--- config.mk ---
export PLATFORM = sky130hd
export DESIGN_NAME = seg7_scan_driver
export DESIGN_NICKNAME = d
export VERILOG_FILES = /design/src/rtl/seg7_scan_driver.sv
export SDC_FILE = /design/constraint.sdc
export NUM_CORES = 1
export LEC_CHECK = 0
export CORE_AREA = 8 8 83 85
export DETAILED_ROUTE_END_ITERATION = 8
export DIE_AREA = 0 0 91 93
export MAX_ROUTING_LAYER = met4
export PLACE_DENSITY = 0.85
export SKIP_CTS_REPAIR_TIMING = 1
export SLEW_MARGIN = 20
export SYNTH_ARGS = -nofsm -noshare
export SYNTH_HDL_FRONTEND = slang
export SYNTH_SLANG_ARGS = --single-unit
--- constraint.sdc ---
create_clock -name clk -period 2.5 [get_ports clk]
set_input_delay 0.25 -clock clk [delete_from_list [all_inputs] [get_ports clk]]
set_output_delay 0.25 -clock clk [all_outputs]
set_load 0.02 [all_outputs]
--- src/rtl/seg7_scan_driver.sv ---
// Time-multiplexed N-digit 7-segment driver with per-digit enables, decimal points,
// ghost-guard blanking at each slot start and a double-buffered frame of glyph codes.
module seg7_scan_driver #(
    parameter int DIGITS         = 4,
    parameter int PRESCALE       = 1000,
    parameter int BLANK_CYCLES   = 2,
    parameter int SEG_ACTIVE_LOW = 0,
    parameter int DIG_ACTIVE_LOW = 0
) (
    input  logic                  clk,
    input  logic                  rst,
    input  logic                  enable,
    input  logic                  load,
    input  logic [4*DIGITS-1:0]   data,
    input  logic [DIGITS-1:0]     dp_in,
    input  logic [DIGITS-1:0]     digit_en,
    output logic [6:0]            seg,
    output logic                  dp,
    output logic [DIGITS-1:0]     dig,
    output logic                  frame_done
);

    localparam int CW = (PRESCALE > 1) ? $clog2(PRESCALE) : 1;
    localparam int IW = (DIGITS > 1) ? $clog2(DIGITS) : 1;
    localparam logic [CW-1:0] SLOT_LAST = CW'(PRESCALE - 1);
    localparam logic [CW-1:0] BLANK_LIM = CW'(BLANK_CYCLES);
    localparam logic [IW-1:0] IDX_LAST  = IW'(DIGITS - 1);
    localparam logic SEG_INV = (SEG_ACTIVE_LOW != 0);
    localparam logic DIG_INV = (DIG_ACTIVE_LOW != 0);

    function automatic logic [6:0] glyph(input logic [3:0] code);
        case (code)
            4'h0:    glyph = 7'b1111110;
            4'h1:    glyph = 7'b0110000;
            4'h2:    glyph = 7'b1101101;
            4'h3:    glyph = 7'b1111001;
            4'h4:    glyph = 7'b0110011;
            4'h5:    glyph = 7'b1011011;
            4'h6:    glyph = 7'b1011111;
            4'h7:    glyph = 7'b1110000;
            4'h8:    glyph = 7'b1111111;
            4'h9:    glyph = 7'b1111011;
            4'hA:    glyph = 7'b0000001;
            4'hB:    glyph = 7'b0001110;
            4'hC:    glyph = 7'b1001110;
            4'hD:    glyph = 7'b1000110;
            4'hE:    glyph = 7'b1001111;
            default: glyph = 7'b0000000;
        endcase
    endfunction

    logic [CW-1:0]     slot_cnt_r;
    logic [IW-1:0]     idx_r;
    logic [3:0]        act_code_r  [DIGITS];
    logic [3:0]        pend_code_r [DIGITS];
    logic [DIGITS-1:0] act_dp_r;
    logic [DIGITS-1:0] pend_dp_r;
    logic [6:0]        seg_r;
    logic              dp_r;
    logic [DIGITS-1:0] dig_r;
    logic              frame_done_r;

    logic              slot_wrap_s;
    logic              frame_wrap_s;
    logic [CW-1:0]     slot_nxt_s;
    logic [IW-1:0]     idx_nxt_s;
    logic              lit_s;
    logic [6:0]        seg_on_s;
    logic              dp_on_s;
    logic [DIGITS-1:0] dig_on_s;

    // Next slot count and digit index; everything freezes while disabled.
    always_comb begin
        slot_wrap_s  = enable && (slot_cnt_r == SLOT_LAST);
        frame_wrap_s = slot_wrap_s && (idx_r == IDX_LAST);
        slot_nxt_s   = slot_cnt_r;
        idx_nxt_s    = idx_r;
        if (!enable) begin
            slot_nxt_s = slot_cnt_r;
            idx_nxt_s  = idx_r;
        end else if (slot_wrap_s) begin
            slot_nxt_s = {CW{1'b0}};
            if (frame_wrap_s) begin
                idx_nxt_s = {IW{1'b0}};
            end else begin
                idx_nxt_s = idx_r + IW'(1'b1);
            end
        end else begin
            slot_nxt_s = slot_cnt_r + CW'(1'b1);
            idx_nxt_s  = idx_r;
        end
    end

    // Logical (active-high) display pattern for the current counter state.
    always_comb begin
        lit_s    = enable && (slot_cnt_r >= BLANK_LIM) && digit_en[idx_r];
        seg_on_s = 7'b0000000;
        dp_on_s  = 1'b0;
        dig_on_s = {DIGITS{1'b0}};
        if (lit_s) begin
            seg_on_s = glyph(act_code_r[idx_r]);
            dp_on_s  = act_dp_r[idx_r];
            dig_on_s = DIGITS'(1'b1) << idx_r;
        end else begin
            seg_on_s = 7'b0000000;
            dp_on_s  = 1'b0;
            dig_on_s = {DIGITS{1'b0}};
        end
    end

    // Slot counter and digit index registers.
    always_ff @(posedge clk) begin
        if (rst) begin
            slot_cnt_r <= {CW{1'b0}};
            idx_r      <= {IW{1'b0}};
        end else begin
            slot_cnt_r <= slot_nxt_s;
            idx_r      <= idx_nxt_s;
        end
    end

    // Double buffer: a load landing on the frame wrap bypasses pending so newest wins.
    always_ff @(posedge clk) begin
        if (rst) begin
            for (int k = 0; k < DIGITS; k++) begin
                act_code_r[k]  <= 4'hF;
                pend_code_r[k] <= 4'hF;
            end
            act_dp_r  <= {DIGITS{1'b0}};
            pend_dp_r <= {DIGITS{1'b0}};
        end else begin
            if (load) begin
                for (int k = 0; k < DIGITS; k++) begin
                    pend_code_r[k] <= data[4*k +: 4];
                end
                pend_dp_r <= dp_in;
            end
            if (frame_wrap_s) begin
                for (int k = 0; k < DIGITS; k++) begin
                    act_code_r[k] <= load ? data[4*k +: 4] : pend_code_r[k];
                end
                act_dp_r <= load ? dp_in : pend_dp_r;
            end
        end
    end

    // Registered pin outputs with polarity applied.
    always_ff @(posedge clk) begin
        if (rst) begin
            seg_r        <= {7{SEG_INV}};
            dp_r         <= SEG_INV;
            dig_r        <= {DIGITS{DIG_INV}};
            frame_done_r <= 1'b0;
        end else begin
            seg_r        <= seg_on_s ^ {7{SEG_INV}};
            dp_r         <= dp_on_s ^ SEG_INV;
            dig_r        <= dig_on_s ^ {DIGITS{DIG_INV}};
            frame_done_r <= frame_wrap_s;
        end
    end

    assign seg        = seg_r;
    assign dp         = dp_r;
    assign dig        = dig_r;
    assign frame_done = frame_done_r;

endmodule

==> out/metrics.cfg, run 1 <==
[timing]
period_share_pct = 87.5
worst_slack_ns = 0.313
setup_viol_count_final = 0
final_max_slew_viol_count = 0
rsz0062_at_grt = false
period_needed_ns = 2.19
tns_ns = 0
finalHoldViolCount = 0
relSlewSlack_pct = 65.6
final.setup_skew_ns = 0.00695
fmax_mhz = 457
tightest_slew_ns = 0.514

[drt]
dr_wl_met2_mm = 2.43
vias = 1876
viasPerCell = 5.10
met3WireLength_um = 291
drc_errors = 0
wl_met1_mm = 2.28
drtIter0Drc = 103
ant_nets = 0
wl_per_cell_um = 14.0
wirelength_mm = 5.15
routed.top_layer = met4
firstDrtPassIters = 4

[worst_setup_path]
setup.worst_path.end_class = flop
cp.required_ns = 2.74
critical_path_class = flop to flop
crit_buf_inv = 1
start_kind = flop
critPathMaxStageDelay_ns = 0.71
crit_chain = mux4_1 -> inv_1 -> ha_1 -> or2_0 -> a311oi_1
cp.arrival_ns = 2.43
crit_family = multiplexers
critical_path.max_fanout = 6
slowest_stage = mux4_1

[global_routing]
antenna_found_initial = 0
grt_max_degree = 18
globalRouteTotalUtil_pct = 13.9
grt_pass1_wl_mm = 9.07
grt_overflow = 0
grt_pass1_vias = 2026

[clock_tree]
root_buffer = clkbuf_8
path_clk_slew_ns = 0.07
cts_buffers = 9
htreeDepth = 3
tritoncts = built
cts.path.max_buffers = 2
clk_latency_ns = 0.34
clock_sinks = 67

[synthesis]
synth_most_common_cell = dfxtp_1
avgSynthCellArea_um2 = 12.0
syn_inst = 244
syn_area_mm2 = 0.00292
synth_top_area_cell = edfxtp_1
yosys-top-cells-count = 35 x dfxtp_1, 32 x edfxtp_1, 25 x nand2_1, 24 x mux2i_1, 20 x nand2b_1
ys_ff_latch = 67
yosysTopAreaCellShare_pct = 32.9
synth_area_leaders = edfxtp_1 33%, dfxtp_1 24%, mux2i_1 8.2%, nand2b_1 4.3%, ha_1 3.9%
synth_fp_nets = 281
synth_edf_count = 32
synth_flop_cell = dfxtp_1
yosys_warnings = 0
synth_cell_types = 43
ys_async_sr_fraction_pct = 0
yosysSeqAreaShare_pct = 56.9

[power]
cellPowerDensity_mw_per_mm2 = 656
leakage_uw = 0.00133
peakVddDrop_uv = 509

[floorplan]
io-pin-count = 41
core_mm2 = 0.00568
die_area_mm2 = 0.00846
die_w_um = 91
rows = 28
die_h_um = 93
start_util_pct = 51.5

[run_status]
status = finished clean

[run]
cap_viol_max_count = 0

[final_layout]
stdcell_count = 368
area_growth_pct = 24.4
layout-drive-gt1-share_pct = 10.2
fin_nets = 325
antennaDiodeCount = 0

[place]
gp_congestion = 0.849
pre_cts_ws_ns = 0.314
portBuffers = 40
dp_cells = 352
hpwl_mm = 3.75

[min_path]
min_path_type = flop to flop

worst reg2reg max path: cells and delay by family (launching register included):
kind | cells | cell delay, ns
AOI/OAI and AO/OA | 1 | 0.26
adders and majority gates | 1 | 0.27
buffers and inverters | 1 | 0.16
DFF | 1 | 0.46
muxes | 1 | 0.71
and+or+nand+nor | 1 | 0.23
area by class of cell:
| class | instances | area [µm²] |
|---|---|---|
| Clock buffer | 10 | 138 |
| Clock inverter | 6 | 88.8 |
| Fill cell | 445 | 2040 |
| Inverter | 9 | 33.8 |
| Multi-Input combinational cell | 157 | 1170 |
| Sequential cell | 67 | 1660 |
| Tap cell | 75 | 93.8 |
| Timing Repair Buffer | 44 | 443 |
where the power goes:
part	leakage (µW)	switching, µW	internal, µW	total [µW]
clock network	0.000108	408	588	996
registers	0.000595	14.9	1190	1210
logic	0.000627	85.6	96.4	182
total	0.00133	509	1880	2380
per-stage QoR:
stage | hold WS [ns] | util (%) | total power [µW] | area [µm²]
CTS | 0.474 | 64.0 | 2400 | 3630
floorplan | 0.417 | - | 1330 | 2920
global route | 0.485 | 64.0 | 2470 | 3630
detailed placement | 0.455 | 60.0 | 1410 | 3410
global placement | 0.449 | 60.0 | 1410 | 3410
finish | 0.472 | 64.0 | 2380 | 3630
sequential cells by signal (all words and copies together), names as in the netlist, named ones only:
| name | cells |
|---|---|
| pend_dp_r | 4 |
| act_code_r | 16 |
| dig | 4 |
| dp | 1 |
| idx_r | 2 |
| pend_code_r | 16 |
| act_dp_r | 4 |
| frame_done | 1 |
| seg | 7 |
| slot_cnt_r | 10 |
path summary, 6_finish.rpt:
path | from | end | slack (ns) | depth (start not counted)
min | act_dp_r[3] | act_dp_r[3] | 0.47 | 1
min reg2reg | act_dp_r[3] | act_dp_r[3] | 0.47 | 1
max | flop | seg[2] | 0.31 | 5
max reg2reg | flop | seg[2] | 0.31 | 5
cell families (layout without fill, tap and decap cells):
family,count (synthesis),in the layout,synth area share (%)
buffers and inverters,20,69,2.91
flip-flops,67,67,56.9
multiplexers,31,31,13.5
AND/OR/NAND/NOR,90,90,15.7
adder cells (fa/ha/maj),9,9,3.85
AO/OA/AOI/OAI,19,19,4.80
XOR/XNOR,8,8,2.40
layer usage:
layer,up-vias,global-route usage [%]
li1,960,-
met1,845,15.3
met2,56,21.0
met3,15,5.45
met4,0,8.59
met5,-,-
layout by cell type, fill, tap and decap left out, types with 2 or more instances in the layout:
cell             synthesis  final
inv_1                    8      8
a311oi_1                 3      3
bufinv_16                0      2
clkinvlp_4               0      2
nor2_1                  18     18
buf_4                    0      3
edfxtp_1                32     32
or3_1                    2      2
xor2_1                   3      3
nand2_1                 25     25
mux4_2                   5      5
ha_1                     9      9
o2bb2ai_1                4      4
xnor2_1                  5      5
mux2i_1                 24     24
nor2b_1                  3      3
a21oi_1                  4      4
nand4_1                  3      3
nor4_1                   3      3
nor3_1                   6      6
clkbuf_8                 0     10
clkdlybuf4s50_1          0     40
nand2b_1                20     20
dfxtp_1                 35     35
and4_1                   2      2
Power figures use the tool's default switching activity.
==> run 2, diff against run 1 <==
--- a/config.mk
+++ b/config.mk
@@ -5,11 +5,11 @@
 export SDC_FILE = /design/constraint.sdc
 export NUM_CORES = 1
 export LEC_CHECK = 0
-export CORE_AREA = 8 8 83 85
+export CORE_AREA = 2 2 77 79
 export DETAILED_ROUTE_END_ITERATION = 8
-export DIE_AREA = 0 0 91 93
+export DIE_AREA = 0 0 79 81
 export MAX_ROUTING_LAYER = met4
-export PLACE_DENSITY = 0.85
+export PLACE_DENSITY = 0.77
 export SKIP_CTS_REPAIR_TIMING = 1
 export SLEW_MARGIN = 20
 export SYNTH_ARGS = -nofsm -noshare
==> out/metrics.cfg, run 2 (same netlist as run 1, synthesis figures left out) <==
[run_status]
status = finished clean

[worst_setup_path]
start_kind = flop
cp.required_ns = 2.74  ; about the same
cp.arrival_ns = 2.38  ; -0.05 ns
regToRegSetupSlack_ns = 0.36  ; +0.04 ns
crit_buf_inv = 1  ; unchanged
crit_chain = mux4_1 -> inv_1 -> ha_1 -> or2_0 -> a311oi_1
slowest_stage = mux4_1
setup.worst_path.end_class = flop
critical_path_class = flop to flop
critical_path.max_fanout = 6  ; unchanged
crit_family = multiplexers
critPathMaxStageDelay_ns = 0.71  ; about the same

[power]
power_switching_uw = 485  ; -4.7%
peakVddDrop_uv = 503  ; -1.2%
swShare_pct = 20.6  ; -0.72 points
pwr-share-seq_pct = 51.3  ; +0.7 points
p_int_uw = 1870  ; -0.43%
leakage_uw = 0.00134  ; +0.37%
cellPowerDensity_mw_per_mm2 = 649  ; -1.1%
finalPower_uw = 2350  ; -1.3%
clockPowerShare_pct = 41.1  ; -0.7 points
power_frac_comb_pct = 7.6  ; about the same

[place]
hpwl_mm = 3.44  ; -8.4%
portBuffers = 40  ; unchanged
gp_congestion = 0.845  ; -0.44%
placed_area_mm2 = 0.00341  ; unchanged

[floorplan]
die_h_um = 81  ; -13%
io-pin-count = 41  ; unchanged
core_mm2 = 0.00568  ; unchanged
die_w_um = 79  ; -13%
rows = 28  ; unchanged
start_util_pct = 51.5  ; unchanged
die_area_mm2 = 0.00640  ; -24%

[clock_tree]
cts.path.max_buffers = 2  ; unchanged
clock_sinks = 67  ; unchanged
path_clk_slew_ns = 0.07  ; about the same
clk_latency_ns = 0.34  ; about the same
tritoncts = built
htreeDepth = 3  ; unchanged
cts_buffers = 9  ; unchanged
root_buffer = clkbuf_8

[drt]
firstDrtPassIters = 4  ; unchanged
wirelength_mm = 4.77  ; -7.3%
drc_errors = 0  ; unchanged
viasPerCell = 5.05  ; -0.91%
ant_nets = 0  ; unchanged
drtIter0Drc = 56  ; -46%
vias = 1859  ; -0.91%
wl_per_cell_um = 13.0  ; -7.3%

[global_routing]
grt_max_degree = 18  ; unchanged
grt_pass1_wl_mm = 8.29  ; -8.6%
globalRouteTotalUtil_pct = 17.7  ; +3.8 points
grt_overflow = 0  ; unchanged
antenna_found_initial = 0  ; unchanged
grt_pass1_vias = 1850  ; -8.7%

[final_layout]
antennaDiodeCount = 0  ; unchanged
layout_common_cells = 40 x clkdlybuf4s50_1, 35 x dfxtp_1, 32 x edfxtp_1
utilization_pct = 63.8  ; -0.18 points
filler_cell_count = 463  ; +4.0%
layout-drive-gt1-share_pct = 9.90  ; -0.34 points
layout_commonest_cell = clkdlybuf4s50_1
fin_nets = 325  ; unchanged
fin_area_mm2 = 0.00362  ; -0.28%
reg_top3 = act_code_r (16), pend_code_r (16), slot_cnt_r (10)
area_growth_pct = 24.0

[timing]
tns_ns = 0  ; unchanged
hold_slack_ns = 0.462  ; -0.00976 ns
relSlewSlack_pct = 65.3  ; -0.24 points
period_share_pct = 85.7  ; -1.8 points
finalHoldViolCount = 0  ; unchanged
tightest_slew_ns = 0.517  ; +0.00357 ns
final_max_slew_viol_count = 0  ; unchanged
final.setup_skew_ns = 0.00457  ; -0.00238 ns
rsz0062_at_grt = false
setup_viol_count_final = 0  ; unchanged
fmax_mhz = 467  ; +2.1%
period_needed_ns = 2.14  ; -0.0449 ns

[min_path]
min_path_type = flop to flop

[run]
cap_viol_max_count = 0  ; unchanged

[run 2: cell types whose count changed in the layout (fill, tap and decap cells not counted)]
cell	change
clkinv_2	+2
clkinvlp_4	-2
clkinv_4	-1
clkinv_1	+1
[run 2: stage by stage]
step / setup slack (ns) / instances
final: 0.358 / 368
after global routing: 0.162 / 368
after CTS: 0.325 / 368
after detailed placement: 0.319 / 352
after global placement: 0.383 / 352
after floorplan: 0.510 / 244
[run 2: layout make-up]
| type | count | area [µm²] | share of cell area (%) |
|---|---|---|---|
| inverters | 9 | 33.8 | 0.932 |
| well taps | 75 | 93.8 | 2.59 |
| clock inverters | 6 | 78.8 | 2.18 |
| repair buffers | 44 | 443 | 12.2 |
| clock buffers | 10 | 138 | 3.80 |
| multi-input cells | 157 | 1170 | 32.4 |
| flip-flops and latches | 67 | 1660 | 45.9 |
[run 2: routing by layer]
metal / part of all wire, % / up-vias / track usage (%) / routed length, µm
met1: 45 / 848 / 20.8 / 2160
met4: 1.9 / 0 / 10.3 / 91
li1: - / 958 / - / -
met3: 3.8 / 10 / 4.67 / 183
met5: 0 / - / - / 0
met2: 49 / 43 / 27.5 / 2340
[run 2: worst reg2reg max path, stage by stage, from the launching register on]
cell and delay (ns):
dfxtp_1 0.45, mux4_1 0.71, inv_1 0.15, ha_1 0.26
or2_0 0.23, a311oi_1 0.25
[run 2: power by group through the flow]
stage	registers, µW	clock network (µW)	logic, µW
after global placement	1230	0	177
after detailed placement	1230	0	180
final	1210	967	179
after global routing	1210	1050	199
after CTS	1210	998	182
after floorplan	1230	0	104
[run 2: worst paths after layout]
check                            startpoint  depth (start not counted)          end
worst max-delay path                   flop                          5       seg[2]
worst min-delay path            act_dp_r[2]                          1  act_dp_r[2]
worst max register to register         flop                          5       seg[2]
worst min register to register  act_dp_r[2]                          1  act_dp_r[2]
